**config.mk**
```make
export PLATFORM = sky130hd
export DESIGN_NAME = vector_collector
export DESIGN_NICKNAME = d
export VERILOG_FILES = /design/src/rtl/vector_pkg.sv /design/src/rtl/vector_index_counter.sv /design/src/rtl/vector_collector.sv
export SDC_FILE = /design/constraint.sdc
export NUM_CORES = 1
export LEC_CHECK = 0
export ABC_AREA = 0
export CAP_MARGIN = 20
export CORE_MARGIN = 2
export CORE_UTILIZATION = 49
export DETAILED_ROUTE_END_ITERATION = 8
export GPL_TIMING_DRIVEN = 0
export PLACE_DENSITY_LB_ADDON = 0.3
export SLEW_MARGIN = 20
export SYNTH_ARGS = -nofsm -noshare
export SYNTH_HDL_FRONTEND = slang
export SYNTH_SLANG_ARGS = --single-unit
```
**constraint.sdc**
```tcl
create_clock -name clk -period 2.2 [get_ports clk]
set_clock_uncertainty 0.1 [all_clocks]
set_input_delay 0.44 -clock clk [delete_from_list [all_inputs] [get_ports clk]]
set_output_delay 0.44 -clock clk [all_outputs]
set_load 0.05 [all_outputs]
```
**src/rtl/vector_pkg.sv**
```systemverilog
// Shared definitions for the vector collector and serializer stages.
package vector_pkg;

  localparam int unsigned FP_W = 32;

  // Index width for an n-entry vector, never narrower than one bit.
  function automatic int unsigned idx_w(input int unsigned n);
    return (n <= 1) ? 1 : $clog2(n);
  endfunction

endpackage

```
**src/rtl/vector_index_counter.sv**
```systemverilog
// Wrap-around index counter: counts 0..N-1 on enable, synchronous clear wins.
module vector_index_counter
  import vector_pkg::*;
#(
  parameter int unsigned N = 1
) (
  input  logic                  clk,
  input  logic                  rst_n,
  input  logic                  enable,
  input  logic                  clear,
  output logic [idx_w(N)-1:0]   count,
  output logic                  wrap
);

  localparam int unsigned W = idx_w(N);

  assign wrap = enable && (count == W'(N - 1));

  always_ff @(posedge clk or negedge rst_n) begin
    if (!rst_n) begin
      count <= '0;
    end else if (clear) begin
      count <= '0;
    end else if (enable) begin
      count <= wrap ? '0 : count + W'(1);
    end
  end

endmodule

```
**src/rtl/vector_collector.sv**
```systemverilog
// Collects VLEN serial 32-bit words into a double-buffered parallel vector.
module vector_collector
  import vector_pkg::*;
#(
  parameter int unsigned VLEN = 1
) (
  input  logic                       clk,
  input  logic                       rst_n,
  input  logic [31:0]                in_num,
  input  logic                       in_valid,
  output logic                       in_ready,
  input  logic                       clear,
  output logic [32*VLEN-1:0]         out_vec,
  output logic                       out_valid,
  input  logic                       out_ready,
  output logic [idx_w(VLEN)-1:0]     fill_idx
);

  localparam int unsigned IDX_W = idx_w(VLEN);

  typedef enum logic {FILL, HOLD} state_t;

  state_t                   state;
  logic [FP_W*VLEN-1:0]     fill_buf;
  logic [FP_W*VLEN-1:0]     next_buf;
  logic                     accept;
  logic                     last;
  logic                     slot_free;
  logic                     load_direct;
  logic                     load_held;

  assign in_ready    = (state == FILL);
  assign accept      = in_valid && in_ready && !clear;
  assign slot_free   = !out_valid || out_ready;
  assign load_direct = accept && last && slot_free;
  assign load_held   = (state == HOLD) && out_ready && !clear;

  vector_index_counter #(.N(VLEN)) u_idx (
    .clk    (clk),
    .rst_n  (rst_n),
    .enable (accept),
    .clear  (clear),
    .count  (fill_idx),
    .wrap   (last)
  );

  // Fill buffer with the incoming word merged in, so a completing vector
  // can be forwarded to out_vec in the same cycle it is accepted.
  always_comb begin
    next_buf = fill_buf;
    for (int unsigned k = 0; k < VLEN; k++) begin
      if (fill_idx == IDX_W'(k)) next_buf[k*FP_W +: FP_W] = in_num;
    end
  end

  always_ff @(posedge clk or negedge rst_n) begin
    if (!rst_n) begin
      fill_buf <= '0;
    end else if (accept) begin
      fill_buf <= next_buf;
    end
  end

  always_ff @(posedge clk or negedge rst_n) begin
    if (!rst_n) begin
      state     <= FILL;
      out_vec   <= '0;
      out_valid <= 1'b0;
    end else begin
      if (load_direct) begin
        out_vec   <= next_buf;
        out_valid <= 1'b1;
      end else if (load_held) begin
        out_vec   <= fill_buf;
        out_valid <= 1'b1;
      end else if (out_ready) begin
        out_valid <= 1'b0;
      end

      if (clear) begin
        state <= FILL;
      end else begin
        case (state)
          FILL:    if (accept && last && !slot_free) state <= HOLD;
          HOLD:    if (out_ready) state <= FILL;
          default: state <= FILL;
        endcase
      end
    end
  end

endmodule

```
==> results of run 1 <==
==> through the flow <==
stage          hold WS [ps]  utilization  cells  power (mW)
2_1_floorplan          44.4            -    230        2.52
3_3_place_gp            389        0.639    375        2.96
3_5_place_dp            265        0.643    376        3.00
4_1_cts                 411        0.672    392        3.87
5_1_grt                 420        0.672    392        4.03
6_report                407        0.672    392        3.85
==> worst reg2reg max path, stage by stage, from the launching register on <==
cell	delay [ps]
dfrtp_1	470
nor4b_4	570
nand2_2	170
buf_2	240
o221a_2	270
==> sequential cells by signal (all words and copies together), names as in the netlist <==
| register | cells |
|---|---|
| out_valid | 1 |
| out_vec | 32 |
| u_idx.count | 1 |
| state | 1 |
| fill_buf | 32 |
==> worst paths after layout <==
kind                       slack (ps)                      from                       end  cells after the start
max in group asynchronous        1030                     rst_n    out_vec[9]$_DFFE_PN0P_                      3
hold reg to reg                   410  fill_buf[13]$_DFFE_PN0P_  fill_buf[13]$_DFFE_PN0P_                      1
setup / recovery                   60   u_idx.count$_DFFE_PN0P_                  fill_idx                      1
setup reg to reg                  270           state$_DFF_PN0_   out_vec[27]$_DFFE_PN0P_                      4
hold / removal                    410  fill_buf[13]$_DFFE_PN0P_  fill_buf[13]$_DFFE_PN0P_                      1
min in group asynchronous         440                     rst_n  fill_buf[27]$_DFFE_PN0P_                      2
==> timing repair <==
action,in CTS,in global routing
hold endpoints to repair,22,0
setup endpoints to repair,1,0
hold buffers,1,0
gates resized for setup,1,0
==> metal layers <==
metal  wire length (um)  track usage  vias to the layer above
met5                  0            0                        -
li1                   -            -                     1042
met4                120        0.112                        0
met1               3070        0.288                     1173
met2               3370        0.367                       66
met3                356       0.0462                       12
==> synthesized netlist by cell type <==
cell type	count	area, sq um
dfrtp_1	67	1680
nor2_1	33	124
a2bb2oi_1	32	280
mux2_2	32	360
o221a_2	32	360
buf_1	7	26.3
clkbuf_1	6	22.5
buf_2	4	20.0
buf_4	3	22.5
inv_1	3	11.3
a21oi_1	2	10.0
a211oi_1	1	7.51
and2_1	1	6.26
nand2_1	1	3.75
nand2_2	1	6.26
nand2b_1	1	6.26
nor2b_1	1	6.26
nor3_1	1	5.00
nor4b_4	1	23.8
o22a_1	1	8.76
==> power breakdown <==
group | switching, mW | internal [mW] | leakage [nW]
sequential | 0.166 | 1.46 | 0.802
combinational | 0.739 | 0.607 | 0.762
clock | 0.439 | 0.433 | 0.0795
total | 1.34 | 2.50 | 1.64
==> logic make-up after synthesis <==
group	synth area share
DFF	0.561
muxes	0.121
and+or+nand+nor	0.0607
AOI/OAI and AO/OA	0.223
buffers and inverters	0.0343
==> layout make-up <==
class	count	area [sq um]
clock inverter	2	12.5
buffer	20	91.3
sequential	67	1680
timing repair buffer	72	734
inverter	3	11.3
clock buffer	13	149
tap	75	93.8
fill	467	1940
multi-input combinational	140	1210
==> results_dict.tcl, run 1 <==
set metrics [dict create \
    dpl.hpwl_um 4630 \
    clock_sinks 67 \
    fp.dieArea_sq_um 6740 \
    fin_area_sq_um 3980 \
    ys_seq_area_frac 0.561 \
    slew_viol_final 0 \
    fin_crit_ps 2140 \
    cts_buffers 9 \
    cts_max_path_buffers 2 \
    ios 72 \
    crit_slowest_cell "clkdlybuf4s50_1" \
    drt_first_iter_violations 136 \
    critPathLaunchType "flop" \
    track_usage 0.226 \
    port_buffers 70 \
    ir_worst_vdd_mv 0.489 \
    setup.worst_path.class "reg -> out" \
    layout_commonest_cell "clkdlybuf4s50_1" \
    dpl-instance-area_sq_um 3810 \
    die_h_um 82.1 \
    viasPerCell 5.85 \
    grt_pass1_wl_um 11100 \
    synth_nets 267 \
    clock_latency_ps 340 \
    wirelength_um 6910 \
    drive_gt1_frac 0.274 \
    status "finished, final reports clean" \
    maxCapViolCount 0 \
    antenna_found_initial 0 \
    final_nets 350 \
    grt_max_degree 46 \
    end_kind "primary output" \
    cp.required_ps 1660 \
    tightestPinTransition_ps 534 \
    clkTransAtPathRegs_ps 70 \
    die_x_um 82.1 \
    postCtsSetupBuffers 0 \
    dr.pass1.iters 4 \
    synth-seq-cells 67 \
    final_cell_mix "clkdlybuf4s50_1, dfrtp_1, nor2_1" \
    finalCritPeriodShare 0.974 \
    routabilityCongestion 0.740 \
    core_sq_um 5920 \
    fmax_ghz 0.467 \
    tritoncts "done" \
    synthCells 230 \
    cp_num_buf_inv 1 \
    rows 28 \
    slew-limit-headroom 0.642 \
    yosys_warnings 0 \
    vias 2293 \
    hold_viol_final 0 \
    ant_nets 0 \
    tns_ps 0 \
    path_cells "clkdlybuf4s50_1" \
    hold_class "reg -> reg" \
    rsz0062_at_grt "no" \
    htreeDepth 3 \
    path_max_fanout 4 \
    crit_path_max_incr_delay_ps 840 \
    post-place-ws_ps -117 \
    p_leak_nw 1.64 \
    fin_ws_ps 57.4 \
    netlist_area_sq_um 2990 \
    initial_utilization 0.505 \
    yosysUniqueCellTypes 20 \
    synth_area_per_cell_sq_um 13.0 \
    grt_pass1_vias 2289 \
    power.density_nw_per_um2 967 \
    cp.arrival_ps 1600 \
    critPathTopFamily "buffers and inverters" \
    setup_viol 0 \
    clockRootBuffer "clkbuf_8" \
    gr-total-overflow 0 \
    drc 0 \
    syn_to_final_growth_pct 33.1 \
    wl_per_cell_um 17.6 \
    antennaDiodeCount 0 \
]
(Power assumes the default switching activity.)
==> run 2, diff against run 1 <==
--- a/config.mk
+++ b/config.mk
@@ -8,7 +8,7 @@
 export ABC_AREA = 0
 export CAP_MARGIN = 20
 export CORE_MARGIN = 2
-export CORE_UTILIZATION = 49
+export CORE_UTILIZATION = 53
 export DETAILED_ROUTE_END_ITERATION = 8
 export GPL_TIMING_DRIVEN = 0
 export PLACE_DENSITY_LB_ADDON = 0.3
==> constraint.sdc (replaced) <==
create_clock -name clk -period 2.8 [get_ports clk]
set_clock_uncertainty 0.1 [all_clocks]
set_input_delay 0.56 -clock clk [delete_from_list [all_inputs] [get_ports clk]]
set_output_delay 0.56 -clock clk [all_outputs]
set_load 0.05 [all_outputs]
==> run 2 against run 1 <==
Against the previous run: global-route usage increased by 2.4 points; final cell count down 0.77%; clock-buffer cell count grew 2; total power down 20%; largest cell class unchanged; largest power group unchanged.
==> results_dict.tcl, run 2 (synthesized netlist as in run 1, its figures left out) <==
set metrics [dict create \
    hold_viol_final 0 \
    clkTransAtPathRegs_ps 70 \
    clock_latency_ps 340 \
    n_fill_cell 434 \
    syn_to_final_growth_pct 32.9 \
    power_mw 3.07 \
    dr.pass1.iters 4 \
    gr-total-overflow 0 \
    tightestPinTransition_ps 547 \
    viasPerCell 5.92 \
    routabilityCongestion 0.745 \
    crit_slowest_cell "clkdlybuf4s50_1" \
    postCtsHoldBufs 0 \
    vias 2303 \
    fin_area_sq_um 3970 \
    final_nets 349 \
    r2r_setup_slack_ps 930 \
    fmax_ghz 0.427 \
    rsz0062_at_grt "no" \
    wirelength_um 7130 \
    wl_per_cell_um 18.3 \
    power.density_nw_per_um2 772 \
    die_h_um 79.1 \
    cp.arrival_ps 1680 \
    fp.dieArea_sq_um 6250 \
    initial_utilization 0.546 \
    fin_crit_ps 2340 \
    hold_class "in -> async" \
    power_switching_mw 1.07 \
    cts_resized 0 \
    r2r_start "state$_DFF_PN0_" \
    post-place-ws_ps 355 \
    antennaDiodeCount 0 \
    ant_nets 0 \
    setup_viol 0 \
    p_sw_frac 0.349 \
    path_cells "inv_1, clkdlybuf4s50_1" \
    grt_pass1_vias 2408 \
    power_frac_comb 0.346 \
    cp.required_ps 2140 \
    finalCritPeriodShare 0.837 \
    ir_worst_vdd_mv 0.407 \
    p_leak_nw 1.64 \
    worst_r2r_endpoint "out_vec[17]$_DFFE_PN0P_" \
    ios 72 \
    drt_first_iter_violations 200 \
    layout_commonest_cell "clkdlybuf4s50_1" \
    cts_buffers 9 \
    htreeDepth 3 \
    setup.worst_path.class "reg -> out" \
    grt_pass1_wl_um 12000 \
    dpl.hpwl_um 4760 \
    dpl-instance-area_sq_um 3800 \
    drc 0 \
    final_cell_mix "clkdlybuf4s50_1, dfrtp_1, nor2_1" \
    maxCapViolCount 0 \
    clockRootBuffer "clkbuf_8" \
    intPower_mw 2.00 \
    port_buffers 70 \
    seqPwrFrac 0.418 \
    die_x_um 79.1 \
    slew_viol_final 0 \
    core_sq_um 5470 \
    reg2regPathDepth 4 \
    critPathCapture "in_ready" \
    hold_ws_ps 49.1 \
    path_max_fanout 6 \
    slew-limit-headroom 0.634 \
    track_usage 0.250 \
    critPathLaunchType "flop" \
    postCtsSetupBuffers 0 \
    tns_ps 0 \
    clock_sinks 67 \
    cp-startpoint "state$_DFF_PN0_" \
    crit_path_max_incr_delay_ps 800 \
    rows 27 \
    fin_ws_ps 457 \
    antenna_found_initial 0 \
    grt_max_degree 38 \
    drive_gt1_frac 0.274 \
    end_kind "primary output" \
    tritoncts "done" \
    cts_max_path_buffers 2 \
    status "finished, final reports clean" \
    reg_top3 "fill_buf: 32 flops, out_vec: 32 flops" \
    p_clk_frac 0.236 \
]
==> run 2: changes by cell type in the layout (fill, tap and decap cells not counted), sizes merged <==
cell | before | now
dlygate4sd2 | 1 | 0
dlygate4sd3 | 1 | 0
clkinv | 1 | 0
clkbuf | 19 | 21
clkdlybuf4s50 | 68 | 69
==> run 2: worst min-delay path by stage <==
stage	from	end	slack [ps]
2_1_floorplan	rst_n	fill_buf[0]$_DFFE_PN0P_	160
4_1_cts	rst_n	out_vec[14]$_DFFE_PN0P_	60
6_report	rst_n	fill_buf[3]$_DFFE_PN0P_	50
3_5_place_dp	fill_buf[14]$_DFFE_PN0P_	fill_buf[14]$_DFFE_PN0P_	400
3_3_place_gp	fill_buf[11]$_DFFE_PN0P_	fill_buf[11]$_DFFE_PN0P_	390
5_1_grt	rst_n	out_vec[8]$_DFFE_PN0P_	70
==> run 2: worst max-delay path: cells and delay by family, from the launching register on <==
family | cells | cell delay [ps]
buf+inv | 2 | 900
flops | 1 | 450
==> run 2: power by group through the flow <==
| stage | sequential, mW | combinational (mW) | clock, mW |
|---|---|---|---|
| final | 1.28 | 1.06 | 0.724 |
| after global routing | 1.31 | 1.11 | 0.770 |
| after detailed placement | 1.29 | 1.07 | 0 |
| after floorplan | 1.63 | 0.352 | 0 |
| after global placement | 1.28 | 1.04 | 0 |
| after CTS | 1.28 | 1.07 | 0.728 |
==> run 2: stage by stage <==
stage | instances | utilization
6_report | 389 | 0.725
5_1_grt | 389 | 0.725
4_1_cts | 389 | 0.725
3_3_place_gp | 372 | 0.690
3_5_place_dp | 373 | 0.694
2_1_floorplan | 230 | -
==> run 2: cell type report <==
type                       instances  area (sq um)  area share
sequential                        67          1680       0.422
tap                               72          90.1      0.0227
timing repair buffer              71           718       0.181
clock inverter                     1          7.51     0.00189
multi-input combinational        140          1210       0.304
clock buffer                      15           166      0.0419
inverter                           3          11.3     0.00284
buffer                            20          91.3      0.0230
==> run 2: metal layers <==
metal | up-vias | global-route usage | share of wire
met3 | 12 | 0.0455 | 0.059
met2 | 78 | 0.397 | 0.47
met4 | 0 | 0.0983 | 0.017
li1 | 1047 | - | -
met1 | 1166 | 0.344 | 0.46
met5 | - | 0 | 0
